## config.mk

```make
export PLATFORM = sky130hd
export DESIGN_NAME = sprw_driver
export DESIGN_NICKNAME = d
export VERILOG_FILES = /design/src/rtl/sprw_driver_pkg.sv /design/src/rtl/sprw_result_fifo.sv /design/src/rtl/sprw_driver.sv
export SDC_FILE = /design/constraint.sdc
export NUM_CORES = 1
export LEC_CHECK = 0
export CORE_ASPECT_RATIO = 0.7
export CORE_MARGIN = 2
export CORE_UTILIZATION = 47
export CTS_BUF_LIST = sky130_fd_sc_hd__clkbuf_16
export DETAILED_ROUTE_END_ITERATION = 7
export PLACE_DENSITY = 0.86
export SYNTH_ARGS = -nofsm -noshare
export SYNTH_HDL_FRONTEND = slang
export SYNTH_SLANG_ARGS = --single-unit
```

## constraint.sdc

```tcl
create_clock -name clk -period 2.7 [get_ports clk]
set_input_delay 0.54 -clock clk [delete_from_list [all_inputs] [get_ports clk]]
set_output_delay 0.54 -clock clk [all_outputs]
set_load 0.02 [all_outputs]
```

## src/rtl/sprw_driver_pkg.sv

```systemverilog
// Shared constants and types for the SPARROW pipeline driver.
// No logic: defaults for pipeline latency and result buffer depth, operation bundle.
// Imported by sprw_driver and sprw_result_fifo.
package sprw_driver_pkg;

  // Default cycles from operands on sprw_* to a sampled sprw_result
  localparam int SPRW_LAT   = 2;
  // Default result buffer entries, which is also the outstanding-operation limit
  localparam int SPRW_DEPTH = 4;
  // Data path width of the SPARROW interface
  localparam int SPRW_W     = 32;

  // One operation as driven into the SPARROW pipeline
  typedef struct packed {
    logic [SPRW_W-1:0] ra;
    logic [SPRW_W-1:0] rb;
    logic [SPRW_W-1:0] instr;
  } sprw_op_t;

  // Bits needed to hold a count in the range 0..n inclusive
  function automatic int sprw_cnt_w(input int n);
    return (n < 1) ? 1 : $clog2(n + 1);
  endfunction

endpackage

```

## src/rtl/sprw_result_fifo.sv

```systemverilog
// Purpose: first-in first-out buffer for SPARROW results, head shown combinationally.
// Latency: a push is visible at o_head_dat the cycle after the push edge.
// Backpressure: none internally; the driver's credit count keeps pushes off a full buffer.
module sprw_result_fifo
  import sprw_driver_pkg::*;
#(
  parameter int DEPTH = SPRW_DEPTH,
  parameter int W     = SPRW_W
) (
  input  logic         clk,
  input  logic         rst,
  input  logic         i_push,
  input  logic [W-1:0] i_push_dat,
  input  logic         i_pop,
  output logic [W-1:0] o_head_dat,
  output logic         o_full,
  output logic         o_empty
);

  localparam int PW = (DEPTH > 1) ? $clog2(DEPTH) : 1;
  localparam int CW = sprw_cnt_w(DEPTH);

  logic [W-1:0]  r_mem [DEPTH];
  logic [PW-1:0] r_wr_ptr;
  logic [PW-1:0] r_rd_ptr;
  logic [CW-1:0] r_count;
  logic          w_do_push;
  logic          w_do_pop;

  // Pointers wrap explicitly so DEPTH need not be a power of two
  function automatic logic [PW-1:0] ptr_inc(input logic [PW-1:0] p);
    return (p == PW'(DEPTH - 1)) ? '0 : p + 1'b1;
  endfunction

  // A pop on an empty buffer is ignored; a push on a full buffer only lands if a pop frees the slot
  assign w_do_pop  = i_pop & ~o_empty;
  assign w_do_push = i_push & (~o_full | w_do_pop);

  assign o_full     = (r_count == CW'(DEPTH));
  assign o_empty    = (r_count == '0);
  assign o_head_dat = r_mem[r_rd_ptr];

  // Storage array, no reset needed since reads are qualified by o_empty
  always_ff @(posedge clk) begin
    if (w_do_push) begin
      r_mem[r_wr_ptr] <= i_push_dat;
    end
  end

  // Pointer and occupancy update; push+pop together leaves occupancy unchanged
  always_ff @(posedge clk) begin
    if (rst) begin
      r_wr_ptr <= '0;
      r_rd_ptr <= '0;
      r_count  <= '0;
    end else begin
      if (w_do_push) r_wr_ptr <= ptr_inc(r_wr_ptr);
      if (w_do_pop)  r_rd_ptr <= ptr_inc(r_rd_ptr);
      case ({w_do_push, w_do_pop})
        2'b10:   r_count <= r_count + 1'b1;
        2'b01:   r_count <= r_count - 1'b1;
        default: r_count <= r_count;
      endcase
    end
  end

  // The driver never pops an empty buffer
  a_no_underflow: assert property (@(posedge clk) disable iff (rst) !(i_pop && o_empty));

endmodule

```

## src/rtl/sprw_driver.sv

```systemverilog
// Purpose: feeds host operations into the fixed-latency SPARROW pipeline and buffers results.
// Latency: accept at edge t, result capture at edge t+LAT, out_valid seen from edge t+LAT+1.
// Backpressure: in_ready drops when in-flight plus buffered operations reach DEPTH; pipeline never stalls.
module sprw_driver
  import sprw_driver_pkg::*;
#(
  parameter int LAT   = SPRW_LAT,
  parameter int DEPTH = SPRW_DEPTH
) (
  input  logic        clk,
  input  logic        rst,
  input  logic        in_valid,
  output logic        in_ready,
  input  logic [31:0] in_ra,
  input  logic [31:0] in_rb,
  input  logic [31:0] in_instr,
  output logic [31:0] sprw_ra,
  output logic [31:0] sprw_rb,
  output logic [31:0] sprw_instr,
  output logic        sprw_holdn,
  input  logic [31:0] sprw_result,
  output logic        out_valid,
  input  logic        out_ready,
  output logic [31:0] out_result,
  output logic        busy
);

  localparam int CW = sprw_cnt_w(DEPTH);

  sprw_op_t      r_op;
  logic [LAT-1:0] r_vld;
  logic [CW-1:0] r_credit;

  logic          w_accept;
  logic          w_pop;
  logic          w_capture;
  logic [31:0]   w_head_dat;
  logic          w_fifo_full;
  logic          w_fifo_empty;

  // Credit covers both in-flight and buffered results, so a full credit means no free buffer slot
  assign in_ready   = ~rst & (r_credit < CW'(DEPTH));
  assign w_accept   = in_valid & in_ready;
  assign out_valid  = ~rst & ~w_fifo_empty;
  assign w_pop      = out_valid & out_ready;
  assign out_result = rst ? '0 : w_head_dat;
  assign busy       = ~rst & (r_credit != '0);
  // Backpressure lives at in_ready, so the pipeline is always advancing outside reset
  assign sprw_holdn = ~rst;

  assign sprw_ra    = r_op.ra;
  assign sprw_rb    = r_op.rb;
  assign sprw_instr = r_op.instr;

  // The valid bit leaving the shift register marks the cycle whose sprw_result belongs to an accepted op
  assign w_capture  = r_vld[LAT-1];

  // Operation register: loads on accept, otherwise holds (bubble cycles leave sprw_* unchanged)
  always_ff @(posedge clk) begin
    if (rst) begin
      r_op <= '0;
    end else if (w_accept) begin
      r_op <= '{ra: in_ra, rb: in_rb, instr: in_instr};
    end
  end

  // Valid tag shift register tracking which pipeline slots carry real operations
  always_ff @(posedge clk) begin
    if (rst) begin
      r_vld <= '0;
    end else begin
      r_vld[0] <= w_accept;
      for (int i = 1; i < LAT; i++) begin
        r_vld[i] <= r_vld[i-1];
      end
    end
  end

  // Credit counter: accept takes a credit, pop returns one, both together cancel
  always_ff @(posedge clk) begin
    if (rst) begin
      r_credit <= '0;
    end else begin
      case ({w_accept, w_pop})
        2'b10:   r_credit <= r_credit + 1'b1;
        2'b01:   r_credit <= r_credit - 1'b1;
        default: r_credit <= r_credit;
      endcase
    end
  end

  sprw_result_fifo #(
    .DEPTH (DEPTH),
    .W     (32)
  ) u_result_fifo (
    .clk        (clk),
    .rst        (rst),
    .i_push     (w_capture),
    .i_push_dat (sprw_result),
    .i_pop      (w_pop),
    .o_head_dat (w_head_dat),
    .o_full     (w_fifo_full),
    .o_empty    (w_fifo_empty)
  );

  // A result arriving at a full buffer would be lost; the credit scheme must make this impossible
  a_no_overflow: assert property (@(posedge clk) disable iff (rst) !(w_capture && w_fifo_full && !w_pop));

endmodule

```

== Word-level counts from Yosys, hierarchy flattened ==
Memory sizes are Yosys's and may differ from the RTL's. A register that Yosys moved wholly into a read port is not among the register bits.
Cells that the tools add are included.
Operators by class
  magnitude comparators: 1
  equal/unequal tests: 7
  muxes and demuxes: 9
  $add $sub $neg: 6
  bitwise logic cells: 11
  reduce and logical (&&, ||, !) cells: 4
Operators by type and width (count)
  two-way mux 32 bit: 1
  one-hot mux 3 bit (2 select lines): 2
  == test 2 bit, second input constant: 4
  two-way mux 2 bit: 4
  AND 1 bit: 7
  adder 3 x 1 -> 3 bit, second input constant: 2
  subtractor 3 x 1 -> 3 bit, second input constant: 2
  adder 2 x 1 -> 2 bit, second input constant: 2
  == test 2 x 1 -> 1 bit, second input constant: 2
  nonzero test 2 bit: 2
  == test 3 bit, second input constant: 1
  logical NOT 3 bit: 1
  less-than comparator 3 bit, second input constant: 1
  NOT 1 bit: 3
  nonzero test 3 bit: 1
  two-way mux 1 bit: 2
  bitwise OR 1 bit: 1
Storage, ports and cells
  bits in registers: 108
  RAM bits: 128
  input bits: 132
  memories: 1
Memories
  u_result_fifo.r_mem: depth 4, bits a word 32, read ports 1, clocked after Yosys merged registers in 1, write ports 1, RTL line sprw_result_fifo.sv:23  | logic [W-1:0] r_mem [DEPTH];

== Longest topological paths before layout ==
  depth after elaboration: 9
  mapped depth: 11

== Hierarchy ==
Synthesis repeated with hierarchy kept, for this count alone.
Second synthesis, totals
  cells, all modules: 702
  area total of the unflattened synthesis: 8916.1 sq um
Modules (own cells, without submodules)
  sprw_result_fifo: area each 5094.9 sq um, sequential area each 4023.9 sq um, instances 1, cells each 219
  sprw_driver: area each 3821.2 sq um, sequential area each 2021.9 sq um, instances 1, cells each 483

== Worst setup path before layout ==
No wires, ideal clock.
  path type: input -> register
  start: input rst
  end: memory u_result_fifo.r_mem[3][0], enable pin
  data required time: 2308 ps
  setup time: 392 ps
  data arrival time: 2049 ps
  slack: 259 ps
  cell stages on the path: 4
  path through: buf_2 -> nand2b_1 -> a41oi_1 -> and2_1
On the way
  word-level cells in the longest chain between the ends: 8
RTL lines
  start, declared: RTL line sprw_driver.sv:11  | input logic rst,
  NOT 1 bit: RTL line sprw_driver.sv:44  | assign out_valid = ~rst & ~w_fifo_empty;
  AND 1 bit: RTL line sprw_driver.sv:44
  AND 1 bit: RTL line sprw_driver.sv:45  | assign w_pop = out_valid & out_ready;
  AND 1 bit: RTL line sprw_result_fifo.sv:36  | assign w_do_pop = i_pop & ~o_empty;
  bitwise OR 1 bit: RTL line sprw_result_fifo.sv:37  | assign w_do_push = i_push & (~o_full | w_do_pop);
  AND 1 bit: RTL line sprw_result_fifo.sv:37
  two-way mux 1 bit: RTL line sprw_result_fifo.sv:45  | if (w_do_push) begin
  two-way mux 1 bit (not written as such): RTL line sprw_result_fifo.sv:46  | r_mem[r_wr_ptr] <= i_push_dat;
  end, declared: RTL line sprw_result_fifo.sv:23
No other way between the ends.

==> impl_metrics.yaml <==
synth:
  yosysSeqAreaShare_pct: 68.0
  yosysUniqueCellTypes: 33
  synthMostInstantiatedCell: "nand2_1"
  ys_ff_latch: 238
  synth_edf_count: 128
  synthesis.nets: 840
  syn_area_per_cell_um2: 12.7
  synth_area_um2: 8880
  yosys-top-cells-count: "nand2_1, edfxtp_1, dfxtp_1"
  yosys.area.top_type: "edfxtp_1"
  async_reset_ff_share_pct: 0
  yosys_most_used_dff: "edfxtp_1"
  synth_cells: 699
  synth_warnings: 0
  synth_area_leaders: "edfxtp_1, dfxtp_1, nand2_1"
  synth_top_area_share_pct: 43.3
critical_path:
  crit_path_end_kind: "output port"
  critPathKind: "flip-flop to output port"
  critical_path_required_ns: 2.16
  crit_arrival_ns: 2.11
  startpoint_type: "flip-flop"
  path_max_fanout: 6
timing:
  hold_viol: 0
  fmax_ghz: 0.377
  drv_slew: 0
  fin_skew_ns: 0.0121
  relSlewSlack_pct: 53.4
  period_share_pct: 98.3
  max_slew.worst_pin.slew_ns: 0.699
  finalCriticalPeriod_ns: 2.65
  rsz0062_at_grt: "true"
  setup_slack_ns: 0.0462
  setup_violations: 0
  fin_setup_tns_ns: 0
cells_and_area:
  multi_input_area_um2: 2540
  num-nets-final: 1109
  fill_cells: 1364
  drive_gt1_share_pct: 10.6
  regArea_um2: 6050
  final_area_um2: 12600
  final_cells: 1225
  diodes: 0
  synthToLayoutAreaGrowth_pct: 41.7
  post-route-util_pct: 67.3
floorplan:
  die_h_um: 119
  core-area_um2: 18700
  die-width_um: 168
  ios: 264
  die_area_um2: 20000
  row_count: 42
  start_util_pct: 47.5
clock_tree:
  cts_tree: "yes"
  htreeDepth: 1
  clock_latency_ns: 0.50
  cts_max_path_buffers: 3
  clkTransAtPathRegs_ns: 0.06
  cts_sinks: 238
  root_buffer: "clkbuf_16"
  numCtsBuffers: 23
detailed_routing:
  vias: 6131
  firstDrtPassIters: 4
  wl_per_cell_um: 16.3
  routed_wl_um: 20000
  drt_iter0_markers: 434
  vias_per_cell: 5.00
  drc: 0
  drt.antenna.violating_nets: 0
grt:
  grt_use_met2_pct: 30.9
  grt_util_met3_pct: 4.35
  antenna_found_initial: 0
  grt_overflow: 0
  track_usage_pct: 19.3
  grt_pass1_wl_um: 30800
  grt_pass1_vias: 5862
  use_met1_pct: 27.3
  grt_max_degree: 194
  grt_busiest_layer: "met2"
power_and_ir_drop:
  peakVddDrop_uv: 485
  power_leakage_uw: 0.00447
  power.density_nw_per_um2: 646
placement:
  dp_cells: 1177
  post-place-ws_ns: -0.113
  dpl.hpwl_um: 13300
  placed_area_um2: 11800
  port_buffers: 263
  finalWeightedCongestion: 0.752
hold_path:
  hold_path.class: "flip-flop to flip-flop"
run:
  maxCapViolCount: 0
run_status:
  status: "finished clean"
==> metal layers <==
layer	part of all wire [%]	vias up
li1	-	2970
met1	45	2936
met2	46	185
met3	6.4	40
met4	2.5	0
met5	0	-
==> critical path, stage by stage (launching register included) <==
cell	delay, ns
dfxtp_4	0.39
buf_4	0.15
buf_12	0.13
mux4_2	0.52
and2_1	0.17
clkdlybuf4s15_2	0.24
==> cell usage in the layout, fill, tap and decap left out, drive strengths merged <==
| master | n |
|---|---|
| clkdlybuf4s50 | 231 |
| nand2 | 193 |
| edfxtp | 128 |
| dfxtp | 110 |
| o21ai | 98 |
| and2 | 36 |
| mux4 | 32 |
| buf | 28 |
| clkbuf | 27 |
| inv | 26 |
| clkdlybuf4s15 | 15 |
| nor2 | 11 |
| dlygate4sd2 | 11 |
| ha | 7 |
| a21oi | 4 |
| xor2 | 4 |
| nor3 | 3 |
| nor2b | 2 |
| or3 | 2 |
| fa | 2 |
| nand2b | 1 |
| clkinv | 1 |
| a41oi | 1 |
| nor3b | 1 |
| o211ai | 1 |
| o41ai | 1 |
| or4b | 1 |
| a211o | 1 |
| nand3 | 1 |
| mux2 | 1 |
| a211oi | 1 |
| a41o | 1 |
| bufinv | 1 |
==> final cells by class <==
type | instances | area share (%)
clock buffers | 24 | 4.77
clock inverters | 16 | 0.745
inverters | 12 | 0.368
multi-input cells | 405 | 20.1
flip-flops and latches | 238 | 48.0
well taps | 242 | 2.40
repair buffers | 288 | 23.5
==> flip-flops by register name, indices dropped and copies added (netlist names), named ones only <==
name,cells
u_result_fifo.r_mem,128
u_result_fifo.r_wr_ptr,2
sprw_instr,32
u_result_fifo.r_count,3
r_vld,2
u_result_fifo.r_rd_ptr,2
sprw_ra,32
sprw_rb,32
r_credit,3
==> stage by stage <==
step	hold WS (ns)	total power, uW
2_1_floorplan	0.414	4640
3_3_place_gp	0.418	5220
3_5_place_dp	0.436	5240
4_1_cts	0.437	8210
5_1_grt	0.468	8450
6_report	0.440	8130
==> power by group <==
group / internal, uW / switching, uW / leakage, uW
clock: 1690 / 1260 / 0.000387
combinational: 604 / 543 / 0.00202
sequential: 3960 / 76.8 / 0.00206
==> worst paths after layout <==
| check | slack, ns | end | depth (start not counted) | from |
|---|---|---|---|---|
| worst min-delay path | 0.44 | r_vld[1]$_SDFF_PP0_ | 1 | r_vld[0]$_SDFF_PP0_ |
| worst min register to register | 0.44 | r_vld[1]$_SDFF_PP0_ | 1 | r_vld[0]$_SDFF_PP0_ |
| worst max register to register | 0.64 | u_result_fifo.r_count[2]$_SDFFE_PP0P_ | 8 | u_result_fifo.r_count[0]$_SDFFE_PP0P_ |
| worst max-delay path | 0.05 | out_result[9] | 5 | flip-flop |
==> kinds of logic (layout without fill, tap and decap cells) <==
group / after synthesis / count (layout) / share of synthesized area, %
and+or+nand+nor: 251 / 251 / 12.1
DFF: 238 / 238 / 68.0
AOI/OAI and AO/OA: 108 / 108 / 6.32
buffers and inverters: 56 / 340 / 3.46
muxes: 33 / 33 / 8.24
adders and majority gates: 9 / 9 / 1.44
xor gates and xnor gates: 4 / 4 / 0.394
==> timing repair <==
item                                    CTS  global route
endpoints found under the setup margin   32            14
hold buffers                              0             0
gates resized for setup                  57            17
setup buffers                             4             2
cloned                                    1             1
Power figures use the tool's default switching activity.
